===== src/rtl/prog_pulse_gen_pkg.sv =====
// Shared types and default sizing for the programmable multi-channel pulse generator.
package prog_pulse_gen_pkg;

    localparam int unsigned NumChDefault = 4;
    localparam int unsigned CntWDefault  = 8;

    typedef enum logic [1:0] {
        StIdle,
        StPulse,
        StGap
    } ch_state_e;

endpackage


===== src/rtl/prog_pulse_gen_if.sv =====
// Trigger/config inputs and pulse status outputs of the pulse generator, grouped as one bundle.
interface prog_pulse_gen_if
    import prog_pulse_gen_pkg::*;
#(
    parameter int unsigned NUM_CH = NumChDefault,
    parameter int unsigned CNT_W  = CntWDefault
) ();

    logic [NUM_CH-1:0] trigger;
    logic [NUM_CH-1:0] abort;
    logic [CNT_W-1:0]  cfg_width;
    logic [CNT_W-1:0]  cfg_gap;
    logic              cfg_retrig;
    logic [NUM_CH-1:0] pulse;
    logic [NUM_CH-1:0] busy;
    logic [NUM_CH-1:0] done;

    modport master (
        output trigger,
        output abort,
        output cfg_width,
        output cfg_gap,
        output cfg_retrig,
        input  pulse,
        input  busy,
        input  done
    );

    modport slave (
        input  trigger,
        input  abort,
        input  cfg_width,
        input  cfg_gap,
        input  cfg_retrig,
        output pulse,
        output busy,
        output done
    );

endinterface


===== src/rtl/prog_pulse_ch.sv =====
// One pulse channel: trigger edge detect, IDLE/PULSE/GAP sequencer and a saturating down-counter.
module prog_pulse_ch
    import prog_pulse_gen_pkg::*;
#(
    parameter int unsigned CNT_W = CntWDefault
) (
    input  logic             clk,
    input  logic             rst,
    input  logic             trigger_i,
    input  logic             abort_i,
    input  logic [CNT_W-1:0] cfg_width_i,
    input  logic [CNT_W-1:0] cfg_gap_i,
    input  logic             cfg_retrig_i,
    output logic             pulse_o,
    output logic             busy_o,
    output logic             done_o
);

    ch_state_e        state_q, state_d;
    logic [CNT_W-1:0] cnt_q, cnt_d;
    logic [CNT_W-1:0] gap_q, gap_d;
    logic             trig_prev_q, trig_prev_d;
    logic             pulse_q, pulse_d;
    logic             busy_q, busy_d;
    logic             done_q, done_d;

    logic             edge_det;
    logic             last_cnt;
    logic             width_nz;
    logic             pulse_end;
    logic [CNT_W-1:0] cnt_dec;

    assign edge_det    = trigger_i & ~trig_prev_q;
    assign trig_prev_d = trigger_i;
    assign width_nz    = (cfg_width_i != '0);
    assign last_cnt    = (cnt_q <= CNT_W'(1));
    assign cnt_dec     = (cnt_q != '0) ? (cnt_q - CNT_W'(1)) : '0;

    // History resets to 1 so a trigger already high when reset drops is not an edge.
    always_ff @(posedge clk) begin
        if (rst) begin
            state_q     <= StIdle;
            cnt_q       <= '0;
            gap_q       <= '0;
            trig_prev_q <= 1'b1;
            pulse_q     <= 1'b0;
            busy_q      <= 1'b0;
            done_q      <= 1'b0;
        end else begin
            state_q     <= state_d;
            cnt_q       <= cnt_d;
            gap_q       <= gap_d;
            trig_prev_q <= trig_prev_d;
            pulse_q     <= pulse_d;
            busy_q      <= busy_d;
            done_q      <= done_d;
        end
    end

    always_comb begin
        state_d   = state_q;
        cnt_d     = cnt_q;
        gap_d     = gap_q;
        pulse_end = 1'b0;
        unique case (state_q)
            StIdle: begin
                if (edge_det && width_nz) begin
                    state_d = StPulse;
                    cnt_d   = cfg_width_i;
                    gap_d   = cfg_gap_i;
                end
            end
            StPulse: begin
                if (abort_i) begin
                    state_d = StIdle;
                    cnt_d   = '0;
                end else if (edge_det && cfg_retrig_i && width_nz) begin
                    // Reload counts the cycles still to come after this one.
                    cnt_d = cfg_width_i;
                end else if (last_cnt) begin
                    pulse_end = 1'b1;
                    if (gap_q != '0) begin
                        state_d = StGap;
                        cnt_d   = gap_q;
                    end else begin
                        state_d = StIdle;
                        cnt_d   = '0;
                    end
                end else begin
                    cnt_d = cnt_dec;
                end
            end
            StGap: begin
                if (abort_i || last_cnt) begin
                    state_d = StIdle;
                    cnt_d   = '0;
                end else begin
                    cnt_d = cnt_dec;
                end
            end
            default: begin
                state_d = StIdle;
                cnt_d   = '0;
            end
        endcase
    end

    always_comb begin
        pulse_d = (state_d == StPulse);
        busy_d  = (state_d != StIdle);
        done_d  = pulse_end;
    end

    assign pulse_o = pulse_q;
    assign busy_o  = busy_q;
    assign done_o  = done_q;

endmodule


===== src/rtl/prog_pulse_gen.sv =====
// Programmable pulse generator: NUM_CH independent channels sharing one width/gap/retrigger config.
module prog_pulse_gen
    import prog_pulse_gen_pkg::*;
#(
    parameter int unsigned NUM_CH = NumChDefault,
    parameter int unsigned CNT_W  = CntWDefault
) (
    input logic             clk,
    input logic             rst,
    prog_pulse_gen_if.slave bus
);

    logic [NUM_CH-1:0] pulse_w;
    logic [NUM_CH-1:0] busy_w;
    logic [NUM_CH-1:0] done_w;

    for (genvar i = 0; i < NUM_CH; i++) begin : g_ch
        prog_pulse_ch #(
            .CNT_W(CNT_W)
        ) u_ch (
            .clk         (clk),
            .rst         (rst),
            .trigger_i   (bus.trigger[i]),
            .abort_i     (bus.abort[i]),
            .cfg_width_i (bus.cfg_width),
            .cfg_gap_i   (bus.cfg_gap),
            .cfg_retrig_i(bus.cfg_retrig),
            .pulse_o     (pulse_w[i]),
            .busy_o      (busy_w[i]),
            .done_o      (done_w[i])
        );
    end

    assign bus.pulse = pulse_w;
    assign bus.busy  = busy_w;
    assign bus.done  = done_w;

endmodule

===== src/flat_wrapper.sv =====
// flat-port wrapper written by rule: the top's interface ports become plain ports
module prog_pulse_gen_flat import prog_pulse_gen_pkg::*;
#(
    parameter int unsigned NUM_CH = NumChDefault,
    parameter int unsigned CNT_W  = CntWDefault
)
  (clk, rst, bus_trigger, bus_abort, bus_cfg_width, bus_cfg_gap, bus_cfg_retrig, bus_pulse, bus_busy, bus_done);
  prog_pulse_gen_if #(.NUM_CH(NUM_CH), .CNT_W(CNT_W)) bus_i ();
  input logic clk;
  input logic rst;
  input wire logic [$bits(bus_i.trigger)-1:0] bus_trigger;
  input wire logic [$bits(bus_i.abort)-1:0] bus_abort;
  input wire logic [$bits(bus_i.cfg_width)-1:0] bus_cfg_width;
  input wire logic [$bits(bus_i.cfg_gap)-1:0] bus_cfg_gap;
  input wire logic [$bits(bus_i.cfg_retrig)-1:0] bus_cfg_retrig;
  output wire logic [$bits(bus_i.pulse)-1:0] bus_pulse;
  output wire logic [$bits(bus_i.busy)-1:0] bus_busy;
  output wire logic [$bits(bus_i.done)-1:0] bus_done;
  assign bus_i.trigger = bus_trigger;
  assign bus_i.abort = bus_abort;
  assign bus_i.cfg_width = bus_cfg_width;
  assign bus_i.cfg_gap = bus_cfg_gap;
  assign bus_i.cfg_retrig = bus_cfg_retrig;
  assign bus_pulse = bus_i.pulse;
  assign bus_busy = bus_i.busy;
  assign bus_done = bus_i.done;
  prog_pulse_gen #(.NUM_CH(NUM_CH), .CNT_W(CNT_W)) u_core (.clk(clk), .rst(rst), .bus(bus_i));
endmodule

===== config.mk =====
export PLATFORM = sky130hd
export DESIGN_NAME = prog_pulse_gen_flat
export DESIGN_NICKNAME = d
export VERILOG_FILES = /design/src/rtl/prog_pulse_gen_pkg.sv /design/src/rtl/prog_pulse_gen_if.sv /design/src/rtl/prog_pulse_ch.sv /design/src/rtl/prog_pulse_gen.sv /design/src/flat_wrapper.sv
export SDC_FILE = /design/constraint.sdc
export NUM_CORES = 1
export LEC_CHECK = 0
export BUFFER_PORTS_ARGS = -buffer_cell sky130_fd_sc_hd__buf_4
export CELL_PAD_IN_SITES_DETAIL_PLACEMENT = 0
export CELL_PAD_IN_SITES_GLOBAL_PLACEMENT = 1
export CORE_MARGIN = 2
export CORE_UTILIZATION = 40
export DETAILED_ROUTE_END_ITERATION = 8
export HOLD_SLACK_MARGIN = 0.08
export PLACE_DENSITY_LB_ADDON = 0.12
export SYNTH_ARGS = -nofsm -noshare
export SYNTH_HDL_FRONTEND = slang
export SYNTH_SLANG_ARGS = --single-unit

===== constraint.sdc =====
create_clock -name clk -period 2.49 [get_ports clk]
set_clock_uncertainty 0.1 [all_clocks]
set_input_delay 0.498 -clock clk [delete_from_list [all_inputs] [get_ports clk]]
set_output_delay 0.498 -clock clk [all_outputs]
set_load 0.01 [all_outputs]

---- Word level (Yosys, flattened, before mapping) ----
Cells that the tools add are included.
storage, ports and cells
  flip-flop bits (word level) ............. 88
  word-level logic and storage cells ...... 169
  output and inout port bits .............. 12
  bits of input ports ..................... 27
operators by class
  reductions and logical operators ........ 41
  $add $sub $neg .......................... 4
  bitwise operators ....................... 12
  multiplexer cells ....................... 64
  equal/unequal tests ..................... 16
  order comparisons ....................... 4
operator list
  operator               number
  $mux W8                28
  $pmux W8 S3            4
  $reduce_bool A8 Y1     9
  $mux W2                24
  $le A8 B1 Y1 const B   4
  $sub A8 B1 Y8 const B  4
  $pmux W2 S3            4
  $eq A2 B1 Y1 const B   8
  $reduce_or A4 Y1       4
  $logic_and A1 B1 Y1    12
  $eq A2 B2 Y1 const B   4
  $logic_not A2 Y1       4
  $ne A2 B2 Y1 const B   4
  $not A1 Y1             8
  $reduce_and A2 Y1      4
  $reduce_bool A2 Y1     4
  $and A1 B1 Y1          4
  $logic_or A1 B1 Y1     4
  $mux W1                4

---- Depth between registers and ports, before layout ----
Gate-level depths: netlist of run 1.
  depth after elaboration ................. 8
  mapped depth ............................ 9

---- By module ----
Synthesis of run 1 repeated with hierarchy kept, for this count alone.
unflattened totals
  cells, all modules ...................... 679
  area total of the unflattened synthesis .. 5,630.4 sq um
modules (own cells, without submodules)
  module                                    cells an instance  area each (sq um)  instances
  prog_pulse_ch at u_core.g_ch[0].u_ch ...  168                1,410.1            2
  prog_pulse_ch at u_core.g_ch[3].u_ch      175                1,415.1            1
  prog_pulse_ch at u_core.g_ch[2].u_ch      168                1,395.1            1

---- Worst setup path after synthesis of run 1 ----
OpenSTA, ideal clock, no wires.
  path kind ............................... input-to-reg
  start ................................... input bus_cfg_width[3]
  end ..................................... register u_core.g_ch[0].u_ch.busy_q
  slack ................................... 0.146 ns
  data required time ...................... 2.270 ns
  arrival ................................. 2.124 ns
  stages .................................. 7
  cell sequence ........................... clkbuf_1 -> or4_1 -> buf_2 -> o21ai_4 -> nor2_2 -> o21a_1 -> or2_1
on the way
  cells in the longest elaborated chain, start to end .. 6
  elaborated cells between the ends (all ways) .. 8
  classes of those cells .................. mux: 4; reduce/logical: 4
RTL lines
  element                 RTL line              source
  start: declaration      flat_wrapper.sv:13    input wire logic [$bits(bus_i.cfg_width)-1:0] bus_cfg_width;
  $reduce_bool A8 Y1 (*)  prog_pulse_ch.sv:35   assign width_nz = (cfg_width_i != '0);
  $logic_and A1 B1 Y1     prog_pulse_ch.sv:77   end else if (edge_det && cfg_retrig_i && width_nz) begin
  $mux W2                 prog_pulse_ch.sv:77
  $mux W2                 prog_pulse_ch.sv:74   if (abort_i) begin
  $pmux W2 S3 (*)         prog_pulse_ch.sv:65   unique case (state_q)
  $reduce_bool A2 Y1 (*)  prog_pulse_ch.sv:110  busy_d = (state_d != StIdle);
  end signal: assignment  prog_pulse_ch.sv:55   busy_q <= busy_d;
  end: declaration        prog_pulse_ch.sv:24   logic busy_q, busy_d;
Mark *: on every way between the ends. The rest lies on a longest branch, timed or not.
A chain may end at the register's enable or synchronous reset.

---- Worst setup path in the final report of run 1 ----
  start ................................... register u_core.g_ch[1].u_ch.cnt_q[0]
  end ..................................... register u_core.g_ch[1].u_ch.cnt_q[6]
on the way
  cells in the longest elaborated chain, start to end .. 6
  elaborated cells between the ends (all ways) .. 10
  classes of those cells .................. add/sub: 1; order compare: 1; mux: 6; reduce/logical: 2
RTL lines
  element                                              RTL line             source
  start: declaration                                   prog_pulse_ch.sv:20  logic [CNT_W-1:0] cnt_q, cnt_d;
  start signal: assignment                             prog_pulse_ch.sv:51  cnt_q <= cnt_d;
  $sub A8 B1 Y8 or $reduce_bool A8 Y1 (tied branches)  prog_pulse_ch.sv:37  assign cnt_dec = (cnt_q != '0) ? (cnt_q - CNT_W'(1)) : '0;
  $mux W8                                              prog_pulse_ch.sv:37
  $mux W8                                              prog_pulse_ch.sv:80  end else if (last_cnt) begin
  $mux W8                                              prog_pulse_ch.sv:77
  $mux W8                                              prog_pulse_ch.sv:74
  $pmux W8 S3 (*)                                      prog_pulse_ch.sv:65
Marked as above.

==> results of run 1 <==
repair_timing:
action                                  4_1_cts  5_1_grt
setup buffers                                 0        0
gates resized for setup                       0        1
endpoints found under the setup margin        0        1
worst max-delay path, delay by kind of cell (launching register included):
| family | cells | cell delay [ns] |
|---|---|---|
| AO/OA/AOI/OAI | 2 | 0.26 |
| adder cells (fa/ha/maj) | 1 | 0.30 |
| buffers and inverters | 1 | 0.10 |
| flip-flops | 1 | 0.38 |
| multiplexers | 1 | 0.37 |
| AND/OR/NAND/NOR | 2 | 0.68 |
worst paths after layout:
check / startpoint / end / slack, ns / cells past startpoint
hold reg to reg: u_core.g_ch[0].u_ch.gap_q[3] / u_core.g_ch[0].u_ch.cnt_q[3] / 0.42 / 2
hold / removal: bus_trigger[2] / u_core.g_ch[2].u_ch.trig_prev_q / 0.25 / 2
setup / recovery: u_core.g_ch[1].u_ch.cnt_q[0] / u_core.g_ch[1].u_ch.cnt_q[6] / 0.19 / 7
setup reg to reg: u_core.g_ch[1].u_ch.cnt_q[0] / u_core.g_ch[1].u_ch.cnt_q[6] / 0.19 / 7
sequential cells by signal, indices dropped and copies added, names as in the netlist:
name	cells
u_core.g_ch.u_ch.gap_q	32
u_core.g_ch.u_ch.pulse_o	4
u_core.g_ch.u_ch.cnt_q	32
u_core.g_ch.u_ch.done_o	4
u_core.g_ch.u_ch.trig_prev_q	4
u_core.g_ch.u_ch.state_q	8
u_core.g_ch.u_ch.busy_o	4
synth_stat cells, types with 7 or more instances:
master,number,area (sq um)
dfxtp_1,88,1762
nor2_1,76,285.3
o21ai_0,58,290.3
a21oi_1,43,215.2
mux2i_1,38,380.4
nand2_1,26,97.59
clkbuf_1,22,82.58
inv_1,20,75.07
a31oi_1,19,118.9
nor4_1,18,112.6
nor3_1,17,85.08
buf_4,15,112.6
nor2b_1,14,87.58
ha_1,12,150.1
a21o_1,9,67.56
buf_2,9,45.04
nand2b_1,9,56.30
o21a_1,9,67.56
o221a_2,8,90.09
o31ai_1,8,60.06
or2_2,8,50.05
or4_1,8,60.06
a221oi_1,7,61.31
a2bb2oi_1,7,61.31
layout make-up:
type,instances,share of cell area
repair buffers,84,0.09720
clock buffers,12,0.03954
multi-input cells,525,0.5427
flip-flops and latches,88,0.2716
clock inverters,3,0.002700
inverters,20,0.01157
well taps,180,0.03472
through the flow:
stage | cells | cell area (sq um)
floorplan | 685 | 5638
global placement | 897 | 6207
detailed placement | 897 | 6207
CTS | 912 | 6481
global route | 912 | 6487
finish | 912 | 6487
kinds of logic after synthesis:
kind of cell    count (synthesis)  synth area share
fa+ha+maj                      12           0.02663
mux                            40           0.07146
buf+inv                        72           0.06414
xor+xnor                        4          0.006215
flops                          88            0.3125
compound gates                244            0.2965
simple gates                  225            0.2226
power by group through the flow:
stage                     registers [mW]  clock network (mW)  logic (mW)
after detailed placement            1.58                   0       0.916
after global placement              1.58                   0       0.917
after global routing                1.56                1.38        1.02
after floorplan                     1.55                   0       0.660
final                               1.55                1.30       0.931
after CTS                           1.55                1.31       0.922
layer usage:
metal  wire length (um)  global-route usage
met1               8429              0.3538
met2               8050              0.3874
met3               1206             0.03532
met4                382             0.09052
met5                  0                   0
==> impl_summary.txt, run 1 <==
----------------------------------------------------
[Floorplanning]
  Die Height ... around 120 um
  Area of the core region ... 13,830 sq um
  Count of standard-cell rows ... 43
  Die area ... between 15,000 and 20,000 sq um
  Number of primary I/O pins ... 39
  Initial cell density of the core ... 0.4077
  Die Span X ... about 120 um

[Cells and area]
  Register Area ... around 1800 sq um
  Most frequent standard cell in the layout excluding fill and tap cells ... dfxtp_1
  Number of nets in the finished design ... about 770
  Fill count ... between 1,000 and 1,500
  Share of post-route cells with drive strength above 1 ... 0.1981
  Post-route core utilization ... 0.4692
  ANT cells ... 0
  Area Growth Syn to Fin ... 15.07%
  Area taken by multi-input logic gates ... 3521 sq um
  Leading cell types in the layout, fill and taps excluded ... dfxtp_1 (88), buf_4 (84), nor2_1 (76)

[Power and ir drop]
  Total power density per cell area ... 583.5 nW/um^2
  Part of the total power dissipated in sequential elements ... 0.411
  NetSw ... roughly 1.2 mW
  Post-route total power ... roughly 3.8 mW
  Peak supply drop ... approximately 0.00033 V
  Internal cell power ... about 2.6 mW
  Clk pwr share ... 0.343
  Part of the power in combinational logic ... 0.246
  Static leakage ... roughly 2.5 nW
  Switching share of power ... 0.3144

[Worst setup path]
  Sort of element at the end of the critical path ... flop
  Arrival time at the worst endpoint ... roughly 2.4 ns
  Kind of start point of the critical path ... flop
  Worst-path fanout max ... 7
  Cells along the critical path ... inv_1 -> ha_1 -> or3b_2 -> nor3_1 -> mux2_2 -> o21ai_0 -> a31oi_1
  Critical path class ... flop to flop
  Worst stage delay on the critical path ... around 0.51 ns
  Worst endpoint required time ... roughly 2.6 ns
  CP max stage cell ... or3b_2

[Drt]
  Drt pass-1 iters ... 5
  Total detailed-routing wirelength ... between 15 and 20 mm
  Via count normalized by instance count ... 6.047
  Number of routed nets with antenna violations ... 0
  Routed vias ... ~5,500
  DR iter-0 viols ... 659
  Post-route DRC violation count ... 0
  Detailed-route wire length per cell ... about 20 um

[CTS]
  Number of buffers between clock root and the deepest sink ... 2
  Clock root buffer ... clkbuf_16
  Total clock buffers created by CTS ... 9
  Clk sinks ... 88
  Hold buffer count at cts ... 0
  Worst-path clk slew ... about 0.060 ns
  Skew-Pair Late Insertion Delay ... 0.35 ns
  Depth of the CTS H-tree ... 3
  Clock tree from TritonCTS ... yes

[Global routing]
  First-pass GRT wire length ... ~29 mm
  Pin count of the biggest net entering global routing ... 31
  Aggregate global-route resource usage ... 0.2505
  Number of antenna violations at the first check in global routing ... 0
  Total overflow reported by the global router ... 0
  Via count of the first global-routing pass ... just over 5,000

[Timing]
  Min Clock Period, post-route ... between 2 and 2.5 ns
  RSZ-0062 raised after global routing ... false
  Worst hold margin ... approximately 0.25 ns
  Achievable clock frequency ... around 440 MHz
  Post-route fraction of the period consumed by the critical path ... 0.9230
  Final Max Tran Viols ... 0
  Total of endpoints with negative setup slack in the final report ... 0
  Final setup slack of the worst path ... approximately 0.19 ns
  Final setup TNS ... 0 ns
  Worst relative slew slack ... 0.5682
  Slew of the pin with the lowest slew margin ... roughly 0.65 ns
  Total count of hold-check failures in the final report ... 0

[Run status]
  Run status ... finished, final reports clean

[Flow run]
  Max-capacitance violation count ... 0

[Place]
  Final HPWL DP ... 13.41 mm
  Worst setup timing slack at the placement stage ... -0.04320 ns
  Count of buffers from port buffering ... 38
  Routability Congestion ... between 0.9 and 1

[Synthesis]
  Proportion of synthesized chip area in sequential cells ... 0.3125
  Cells after Synth ... 685
  Count of flip-flops with a built-in enable after synthesis ... 0
  Syn. warnings ... 0
  Mean instance size in the synthesized netlist ... roughly 8.2 sq um
  Fraction of registers with async set or reset after synthesis ... 0
  Net Count, Synth ... around 720
  Post-Syn Area ... between 5000 and 6000 sq um
  Post-synth cell types ... between 80 and 90
  Most used flip-flop cell after synthesis ... dfxtp_1
  Synthesis-stage register bit count ... 88

[Worst hold path]
  Class of the worst hold path ... input pin to flop

----------------------------------------------------
No activity file was read; power rests on OpenSTA's default activity.
==> run 2, diff against run 1 <==
Settings changed: CTS_BUF_LIST from default to sky130_fd_sc_hd__clkbuf_4.
==> run 2 against run 1 <==
- sequential share of layout area up 0.74 points
- sequential power about the same
- sequential cell count is the same
- fmax up 1.3%
- non-clock buffer count unchanged
- core utilization fell by 1.2 points
- via count is 0.18% lower
- design area fell by 2.6%
- cell count unchanged
- clock power down 45%
- highest routed layer unchanged
==> impl_summary.txt, run 2 (synthesis gave the netlist of run 1 again) <==
----------------------------------------------------
[Worst setup path]
  Sort of element at the end of the critical path ... flop
  Kind of start point of the critical path ... flop
  Launching instance or port of the critical path ... u_core.g_ch[2].u_ch.cnt_q[0]
  Critical path class ... flop to flop
  Arrival time at the worst endpoint ... around 2.6 ns
  Register-to-register path setup slack ... about 0.22 ns
  RR Startpoint ... u_core.g_ch[2].u_ch.cnt_q[0]
  Worst-path fanout max ... 7
  End of the worst register-to-register path ... u_core.g_ch[2].u_ch.cnt_q[6]
  Worst endpoint required time ... about 2.8 ns
  R2r worst-path depth ... 7

[Place]
  Cell count after placement ... about 900
  Count of buffers from port buffering ... 38
  Routability Congestion ... ~0.94
  Worst setup timing slack at the placement stage ... -0.04320 ns
  Final HPWL DP ... between 10 and 15 mm

[Worst hold path]
  Hold-critical path endpoint ... u_core.g_ch[2].u_ch.trig_prev_q
  Startpoint of the tightest hold check path ... bus_trigger[2]
  Hold Path Cell Cnt ... 2
  Class of the worst hold path ... input pin to flop

[Power and ir drop]
  NetSw ... 1.131 mW
  Total power density per cell area ... between 500 and 600 nW/um^2
  Part of the total power dissipated in sequential elements ... 0.485
  Part of the power in combinational logic ... 0.291
  Static leakage ... ~2.4 nW
  Internal cell power ... about 2.1 mW
  Clk pwr share ... 0.224
  Peak supply drop ... roughly 0.00027 V
  Switching share of power ... 0.3527
  Post-route total power ... 3.205 mW

[Timing]
  Total count of hold-check failures in the final report ... 0
  Worst hold margin ... ~0.12 ns
  Worst relative slew slack ... 0.5778
  Slew of the pin with the lowest slew margin ... between 0.6 and 0.7 ns
  RSZ-0062 raised after global routing ... false
  Achievable clock frequency ... ~440 MHz
  Total of endpoints with negative setup slack in the final report ... 0
  Final Max Tran Viols ... 0
  Post-route fraction of the period consumed by the critical path ... 0.9111
  Final setup slack of the worst path ... roughly 0.22 ns
  Min Clock Period, post-route ... approximately 2.3 ns

[Cells and area]
  Post-route core utilization ... 0.4568
  Leading cell types in the layout, fill and taps excluded ... dfxtp_1 (88), buf_4 (84), nor2_1 (76)
  Number of nets in the finished design ... approximately 770
  Largest regs ... u_core.g_ch.u_ch.cnt_q (32), u_core.g_ch.u_ch.gap_q (32), u_core.g_ch.u_ch.state_q (8)
  Most frequent standard cell in the layout excluding fill and tap cells ... dfxtp_1
  Share of post-route cells with drive strength above 1 ... 0.1981
  Count of non-filler cells in the finished layout ... a little over 900
  ANT cells ... 0
  Area Growth Syn to Fin ... 12.03%

[CTS]
  Depth of the CTS H-tree ... 3
  Clock root buffer ... clkbuf_4
  Number of buffers between clock root and the deepest sink ... 2
  Clock tree from TritonCTS ... yes
  Clk sinks ... just under 90
  Hold buffer count at cts ... 0
  Worst-path clk slew ... 0.14 ns
  Total clock buffers created by CTS ... 9
  Skew-Pair Late Insertion Delay ... between 0.4 and 0.5 ns

[Floorplanning]
  Die area ... ~15,000 sq um
  Initial cell density of the core ... 0.4077
  Die Span X ... approximately 120 um
  Die Height ... approximately 120 um
  Area of the core region ... 13,830 sq um
  Count of standard-cell rows ... 43
  Number of primary I/O pins ... 39

[Global routing]
  Aggregate global-route resource usage ... 0.2480
  First-pass GRT wire length ... 28.54 mm
  Number of antenna violations at the first check in global routing ... 0
  Total overflow reported by the global router ... 0
  Pin count of the biggest net entering global routing ... 31
  Via count of the first global-routing pass ... around 5,200

[Drt]
  Detailed-route wire length per cell ... 19.70 um
  Post-route DRC violation count ... 0
  Number of routed nets with antenna violations ... 0
  Drt pass-1 iters ... 6
  Via count normalized by instance count ... roughly 6.0
  DR iter-0 viols ... 597
  Routed vias ... ~5,500
  Total detailed-routing wirelength ... 17.96 mm

[Flow run]
  Max-capacitance violation count ... 0

[Run status]
  Run status ... finished, final reports clean

----------------------------------------------------
run 2: cell types whose count changed in the layout (fill, tap and decap cells not counted), sizes merged:
| cell | delta |
|---|---|
| clkbuf | -2 |
| clkinv | +2 |
run 2: metal layers:
layer | vias up | wire length [um] | track usage
met2 | 232 | 8032 | 0.3874
li1 | 2666 | - | -
met5 | - | 0 | 0
met4 | 0 | 310 | 0.08118
met3 | 21 | 1354 | 0.03857
met1 | 2586 | 8264 | 0.3481
run 2: power groups by stage:
stage	Combinational, mW	Sequential [mW]	Clock, mW
floorplan	0.660	1.55	0
global placement	0.917	1.58	0
detailed placement	0.916	1.58	0
CTS	0.921	1.55	0.727
global route	1.02	1.56	0.788
finish	0.934	1.55	0.716
run 2: worst max-delay path, cell delays in order, from the launching register on:
cell,delay [ns]
dfxtp_1,0.40
inv_1,0.11
ha_1,0.29
or3b_2,0.50
nor3_1,0.19
mux2i_1,0.31
o32a_2,0.20
a31oi_1,0.07
run 2: repair_timing:
action | in CTS | in global routing
gates resized for setup | 0 | 2
buffers inserted | 0 | 0
endpoints found under the setup margin | 0 | 2
hold endpoints to repair | 0 | 0
run 2: worst max-delay path by stage:
stage / end / slack (ns)
2_1_floorplan: u_core.g_ch[0].u_ch.busy_o / 0.15
3_3_place_gp: u_core.g_ch[3].u_ch.cnt_q[5] / -0.03
3_5_place_dp: u_core.g_ch[3].u_ch.cnt_q[7] / -0.04
4_1_cts: u_core.g_ch[1].u_ch.cnt_q[6] / 0.18
5_1_grt: u_core.g_ch[1].u_ch.cnt_q[6] / 0.06
6_report: u_core.g_ch[2].u_ch.cnt_q[6] / 0.22
run 2: metrics by stage:
stage	setup TNS, ns	cell area [sq um]
after floorplan	0	5638
after global placement	-0.06993	6207
after detailed placement	-0.1498	6207
after CTS	0	6307
after global routing	0	6316
final	0	6316
run 2: final cells by class:
class,count,area (sq um)
fillers,1384,7511
flip-flops and latches,88,1762
multi-input cells,525,3523
well taps,180,225.2
clock buffers,10,75.07
clock inverters,5,25.02
inverters,20,75.07
repair buffers,84,630.6
